## src/rtl/ldpc_pkg.sv

```systemverilog
// ldpc_pkg: shared constants, decoder phase decode and saturation bound helper
// for the LDPC variable-node datapath.
`default_nettype none

package ldpc_pkg;

  localparam int FSM_IDLE  = 0;
  localparam int FSM_LOAD  = 1;
  localparam int FSM_ITER  = 2;
  localparam int FSM_DEC   = 3;
  localparam int FSM_W     = 4;

  localparam int DEF_D_WID = 8;
  localparam int DEF_A_WID = 10;

  typedef enum logic [2:0] {
    PH_NONE = 3'd0,
    PH_IDLE = 3'd1,
    PH_LOAD = 3'd2,
    PH_ITER = 3'd3,
    PH_DEC  = 3'd4
  } phase_e;

  // Only one phase bit is honoured; load wins, then iterate, decide, idle.
  function automatic phase_e fsm_phase(input logic [FSM_W-1:0] fsm);
    if (fsm[FSM_LOAD])      return PH_LOAD;
    else if (fsm[FSM_ITER]) return PH_ITER;
    else if (fsm[FSM_DEC])  return PH_DEC;
    else if (fsm[FSM_IDLE]) return PH_IDLE;
    else                    return PH_NONE;
  endfunction

  // Largest magnitude of a symmetric w-bit two's-complement range.
  function automatic int sat_max(input int w);
    return (1 << (w - 1)) - 1;
  endfunction

endpackage

`default_nettype wire

```

## src/rtl/ldpc_sat.sv

```systemverilog
// ldpc_sat: symmetric saturator from IN_W to OUT_W bits; never emits the most
// negative OUT_W code.
`default_nettype none

module ldpc_sat
  import ldpc_pkg::*;
#(
  parameter int IN_W  = 11,
  parameter int OUT_W = 10
) (
  input  logic signed [IN_W-1:0]  val_i,
  output logic signed [OUT_W-1:0] val_o
);

  localparam logic signed [IN_W-1:0] LIM_P = IN_W'(sat_max(OUT_W));
  localparam logic signed [IN_W-1:0] LIM_N = -LIM_P;

  always_comb begin
    if (val_i > LIM_P) begin
      val_o = LIM_P[OUT_W-1:0];
    end else if (val_i < LIM_N) begin
      val_o = LIM_N[OUT_W-1:0];
    end else begin
      val_o = val_i[OUT_W-1:0];
    end
  end

endmodule

`default_nettype wire

```

## src/rtl/ldpc_vn_cell.sv

```systemverilog
// ldpc_vn_cell: layered-decoder variable node holding the posterior and the
// last c2v message per edge; serves extrinsic reads and tracks hard decisions.
`default_nettype none

module ldpc_vn_cell
  import ldpc_pkg::*;
#(
  parameter int D_WID  = DEF_D_WID,
  parameter int A_WID  = DEF_A_WID,
  parameter int N_EDGE = 3,
  parameter int E_WID  = 2
) (
  input  logic             clk,
  input  logic             reset_n,
  input  logic [FSM_W-1:0] fsm,
  input  logic             sin,
  input  logic [D_WID-1:0] din,
  input  logic             c2v_vld,
  input  logic [E_WID-1:0] c2v_idx,
  input  logic [D_WID-1:0] c2v_msg,
  input  logic             v2c_req,
  input  logic [E_WID-1:0] v2c_idx,
  output logic             v2c_vld,
  output logic [D_WID-1:0] v2c_msg,
  output logic             hd,
  output logic             hd_chg,
  output logic [A_WID-1:0] post
);

  localparam int S_WID = A_WID + 1;
  localparam logic [E_WID:0] N_EDGE_C = (E_WID + 1)'(N_EDGE);

  logic signed [A_WID-1:0] post_q, post_d;
  logic signed [D_WID-1:0] old_q [N_EDGE];
  logic signed [D_WID-1:0] old_d [N_EDGE];
  logic                    v2c_vld_q, v2c_vld_d;
  logic        [D_WID-1:0] v2c_msg_q, v2c_msg_d;
  logic                    hd_chg_q, hd_chg_d;

  phase_e                  phase;
  logic                    c2v_hit;
  logic                    do_upd;
  logic signed [D_WID-1:0] c2v_old;
  logic signed [D_WID-1:0] v2c_old;
  logic signed [S_WID-1:0] upd_sum;
  logic signed [S_WID-1:0] ext_sum;
  logic signed [A_WID-1:0] post_sat;
  logic signed [D_WID-1:0] ext_sat;

  assign phase   = fsm_phase(fsm);
  assign c2v_hit = {1'b0, c2v_idx} < N_EDGE_C;
  assign do_upd  = (phase == PH_ITER) && c2v_vld && c2v_hit;

  // Out-of-range indices select no edge, so the old message reads as zero.
  always_comb begin
    c2v_old = '0;
    v2c_old = '0;
    for (int e = 0; e < N_EDGE; e++) begin
      if (c2v_idx == E_WID'(e)) c2v_old = old_q[e];
      if (v2c_idx == E_WID'(e)) v2c_old = old_q[e];
    end
  end

  assign upd_sum = S_WID'(post_q) - S_WID'(c2v_old) + S_WID'($signed(c2v_msg));
  assign ext_sum = S_WID'(post_q) - S_WID'(v2c_old);

  ldpc_sat #(.IN_W(S_WID), .OUT_W(A_WID)) u_sat_post (
    .val_i (upd_sum),
    .val_o (post_sat)
  );

  ldpc_sat #(.IN_W(S_WID), .OUT_W(D_WID)) u_sat_ext (
    .val_i (ext_sum),
    .val_o (ext_sat)
  );

  always_comb begin
    post_d    = post_q;
    old_d     = old_q;
    hd_chg_d  = hd_chg_q;
    v2c_vld_d = 1'b0;
    v2c_msg_d = v2c_msg_q;
    case (phase)
      PH_LOAD: begin
        if (sin) begin
          post_d   = A_WID'($signed(din));
          old_d    = '{default: '0};
          hd_chg_d = 1'b0;
        end
      end
      PH_ITER: begin
        if (do_upd) begin
          post_d = post_sat;
          for (int e = 0; e < N_EDGE; e++) begin
            if (c2v_idx == E_WID'(e)) old_d[e] = $signed(c2v_msg);
          end
          if (post_sat[A_WID-1] != post_q[A_WID-1]) hd_chg_d = 1'b1;
        end
        if (v2c_req) begin
          v2c_vld_d = 1'b1;
          v2c_msg_d = ext_sat;
        end
      end
      PH_DEC, PH_IDLE: hd_chg_d = 1'b0;
      default: ;
    endcase
  end

  always_ff @(posedge clk or negedge reset_n) begin
    if (!reset_n) begin
      post_q    <= '0;
      old_q     <= '{default: '0};
      v2c_vld_q <= 1'b0;
      v2c_msg_q <= '0;
      hd_chg_q  <= 1'b0;
    end else begin
      post_q    <= post_d;
      old_q     <= old_d;
      v2c_vld_q <= v2c_vld_d;
      v2c_msg_q <= v2c_msg_d;
      hd_chg_q  <= hd_chg_d;
    end
  end

  assign post    = post_q;
  assign hd      = post_q[A_WID-1];
  assign hd_chg  = hd_chg_q;
  assign v2c_vld = v2c_vld_q;
  assign v2c_msg = v2c_msg_q;

endmodule

`default_nettype wire

```

## config.mk

```make
export PLATFORM = sky130hd
export DESIGN_NAME = ldpc_vn_cell
export DESIGN_NICKNAME = d
export VERILOG_FILES = /design/src/rtl/ldpc_pkg.sv /design/src/rtl/ldpc_sat.sv /design/src/rtl/ldpc_vn_cell.sv
export SDC_FILE = /design/constraint.sdc
export NUM_CORES = 1
export LEC_CHECK = 0
export ABC_AREA = 1
export CORE_MARGIN = 4
export CORE_UTILIZATION = 30
export DETAILED_ROUTE_END_ITERATION = 8
export PLACE_DENSITY = 0.54
export SYNTH_ARGS = -nofsm -noshare
export SYNTH_HDL_FRONTEND = slang
export SYNTH_SLANG_ARGS = --single-unit
```

## constraint.sdc

```tcl
create_clock -name clk -period 6.8 [get_ports clk]
set_input_delay 0.68 -clock clk [delete_from_list [all_inputs] [get_ports clk]]
set_output_delay 0.68 -clock clk [all_outputs]
set_load 0.03 [all_outputs]
```

==> flow_summary.json <==
{
  "critPathKind": "in2reg",
  "grt_pass1_wl_um": 18200,
  "htreeDepth": 2,
  "clockBufferDepth": 2,
  "cts_sinks": 44,
  "die_h_um": 120,
  "tns_ns": 0,
  "maxCapViolations": 0,
  "fillCellCount": 1324,
  "power.internal_mw": 0.902,
  "rows": 40,
  "initial_core_util": 0.308,
  "critPathMaxFanout": 9,
  "skew_ns": 0.00364,
  "hpwl_um": 8390,
  "die_w_um": 120,
  "routed_wl_um": 10500,
  "track_usage": 0.158,
  "final_antenna_net_count": 0,
  "critPathTopFamily": "simple AND/OR/NAND/NOR gates",
  "finalCritPeriodShare": 0.597,
  "drv_slew": 0,
  "yosysSeqAreaShare": 0.295,
  "syn_area_um2": 3730,
  "drt-wirelength-per-cell_um": 14.0,
  "start_kind": "primary input",
  "setup_viol": 0,
  "hold_buffers": 0,
  "synthToLayoutAreaGrowth_pct": 21.5,
  "swShare": 0.485,
  "yosys_warnings": 0,
  "dpl_worst_slack_ns": 2.49,
  "max_slew_margin": 0.297,
  "hp-class": "reg2reg",
  "critPathMaxStageDelay_ns": 0.59,
  "drt_iter0_markers": 104,
  "synthTopCellsByArea": "dfrtp_1 29%, nand2_1 16%, inv_1 8.7%",
  "postCtsSetupBuffers": 0,
  "max_freq_ghz": 0.246,
  "layout.nets": 639,
  "crit_path_top_delay_cell": "clkdlybuf4s50_1",
  "synth_cell_type_count": 40,
  "cp_cell_sequence": "clkdlybuf4s50_1 -> inv_1 -> nor2_1 -> inv_1 -> o221ai_1 -> fa_1 -> ha_1 -> nand2_1 -> inv_1 -> a21oi_1 -> nand2_1 -> nand3_1 -> nand2_1 -> nand2_1 -> nand2_2 -> a21oi_4 -> nand3_1 -> nand2_1 -> nand2_1",
  "hold_violations": 0,
  "cts_inserted_buffers": 5,
  "avgSynthCellArea_um2": 7.05,
  "syn-num-nets": 591,
  "dp.cells": 739,
  "tightest_slew_ns": 1.05,
  "p_leak_nw": 2.25,
  "rsz0062_at_grt": "no",
  "yosysTopAreaCell": "dfrtp_1",
  "port_buffers": 49,
  "cp_num_buf_inv": 4,
  "peakVddDrop_v": 0.000181,
  "required_ns": 6.98,
  "gp_congestion": 0.945,
  "power.share.clock": 0.152,
  "synth_top_area_frac": 0.295,
  "setup_slack_ns": 2.74,
  "drive_above_1_share": 0.0797,
  "tritoncts": "built",
  "synth-seq-cells": 44,
  "power_frac_seq": 0.214,
  "antenna_found_initial": 0,
  "period_needed_ns": 4.06,
  "ios": 50,
  "crit_path_end_kind": "register",
  "clk_pin_slew_ns": 0.06,
  "root_buffer": "clkbuf_16",
  "power.switching_mw": 0.849,
  "clock_latency_ns": 0.28,
  "core_area_um2": 12100,
  "fin_cells": 745,
  "cpMostUsedCell": "nand2_1",
  "grt_max_degree": 45,
  "ctsResizeCount": 0,
  "status": "finished, final reports clean",
  "grt_pass1_vias": 3645,
  "comb_power_share": 0.634,
  "antenna_cells": 0,
  "p_per_area_nw_per_um2": 386,
  "synthCells": 530,
  "critPathArrivalTime_ns": 4.24,
  "avgViaCountPerCell": 4.62,
  "firstDrtPassIters": 4,
  "grt-ovfl-total": 0,
  "vias": 3440,
  "die_area_um2": 14300,
  "drcViolationCount": 0
}
-- worst paths after layout --
check                      slack (ns)    endpoint  cells after the start  startpoint
min                              0.48  v2c_msg[7]                      2  v2c_msg[7]
min reg2reg                      0.48  v2c_msg[7]                      2  v2c_msg[7]
max                              2.74     post[0]                     19  c2v_idx[1]
max in group asynchronous        5.57   old_q[20]                      1     reset_n
min in group asynchronous        0.59     v2c_vld                      1     reset_n
max reg2reg                      3.75     post[0]                     14   old_q[15]
-- layer usage --
metal  up-vias  track usage  wire length, um
met1      1619        0.203             4790
met4         0       0.0394              144
li1       1758            -                -
met2        55        0.280             5280
met5         -            0                0
met3         8       0.0207              244
-- state kept, by name (all words and copies together) (netlist names) --
register / flops
v2c_vld: 1
hd_chg: 1
old_q: 24
post: 10
v2c_msg: 8
-- area by class of cell --
cell class                 instances  area (um^2)  share of cell area
clock inverter                     1         30.0             0.00662
clock buffer                       5          125              0.0276
tap                              168          210              0.0463
multi-input combinational        384         2230               0.491
timing repair buffer              49          485               0.107
inverter                          94          355              0.0783
sequential                        44         1100               0.243
-- worst min-delay path: stages, from the launching register on --
cell and delay [ns]:
dfrtp_1 0.34, nand2_1 0.05, nand2_1 0.06
-- cell usage after synthesis --
| master | instances |
|---|---|
| nor2_8 | 1 |
| nand4_1 | 6 |
| nor2_2 | 2 |
| dfrtp_1 | 44 |
| nand3b_1 | 5 |
| nor2_4 | 2 |
| or2_0 | 5 |
| fa_1 | 11 |
| o21ai_1 | 1 |
| inv_1 | 87 |
| mux2_2 | 1 |
| nand2_2 | 12 |
| o21ai_0 | 28 |
| o22ai_1 | 8 |
| clkbuf_1 | 2 |
| buf_6 | 1 |
| xor2_1 | 2 |
| nor2_1 | 44 |
| o211ai_1 | 1 |
| a21boi_1 | 5 |
| a21oi_2 | 4 |
| nand2_1 | 159 |
| mux2_4 | 4 |
| inv_4 | 1 |
| nor3_1 | 4 |
| ha_1 | 21 |
| a21o_1 | 1 |
| buf_4 | 2 |
| or2_2 | 1 |
| nand3_2 | 1 |
| xnor2_1 | 2 |
| a21oi_1 | 19 |
| nand3_1 | 23 |
| o21bai_1 | 1 |
| or2_1 | 1 |
| buf_2 | 3 |
| o221ai_1 | 5 |
| nand2_4 | 2 |
| a21oi_4 | 2 |
| inv_2 | 6 |
-- placed cells by master (no fill, tap or decap), drive strengths merged --
cell,instances
dfrtp,44
nor3,4
inv,94
nand2,173
bufinv,1
o21ai,29
fa,11
o211ai,1
nand3b,5
nand3,24
nand4,6
buf,1
mux2,5
ha,21
o21bai,1
o221ai,5
nor2,49
a21oi,25
xor2,2
or2,7
o22ai,8
clkbuf,5
clkdlybuf4s50,48
a21boi,5
xnor2,2
a21o,1
-- through the flow --
step | hold WS (ns) | area (um^2) | util | power (mW)
final | 0.480 | 4540 | 0.375 | 1.75
after floorplan | 0.384 | 3730 | - | 1.19
after detailed placement | 0.468 | 4380 | 0.362 | 1.50
after global placement | 0.471 | 4380 | 0.362 | 1.48
after CTS | 0.482 | 4540 | 0.375 | 1.77
after global routing | 0.499 | 4540 | 0.375 | 1.95
-- cell families (layout without fill, tap and decap cells) --
kind of cell | Yosys count | in the layout | synth area share
AO/OA/AOI/OAI | 75 | 75 | 0.124
flip-flops | 44 | 44 | 0.295
AND/OR/NAND/NOR | 268 | 268 | 0.316
buffers and inverters | 102 | 149 | 0.108
adder cells (fa/ha/maj) | 32 | 32 | 0.129
multiplexers | 5 | 5 | 0.0191
XOR/XNOR | 4 | 4 | 0.00938
-- power groups by stage --
stage	registers (mW)	logic [mW]	clock network, mW
after floorplan	0.439	0.753	0
after global placement	0.381	1.10	0
after detailed placement	0.382	1.11	0
after CTS	0.379	1.12	0.272
after global routing	0.384	1.29	0.282
final	0.375	1.11	0.266
No activity file was read; power rests on OpenSTA's default activity.
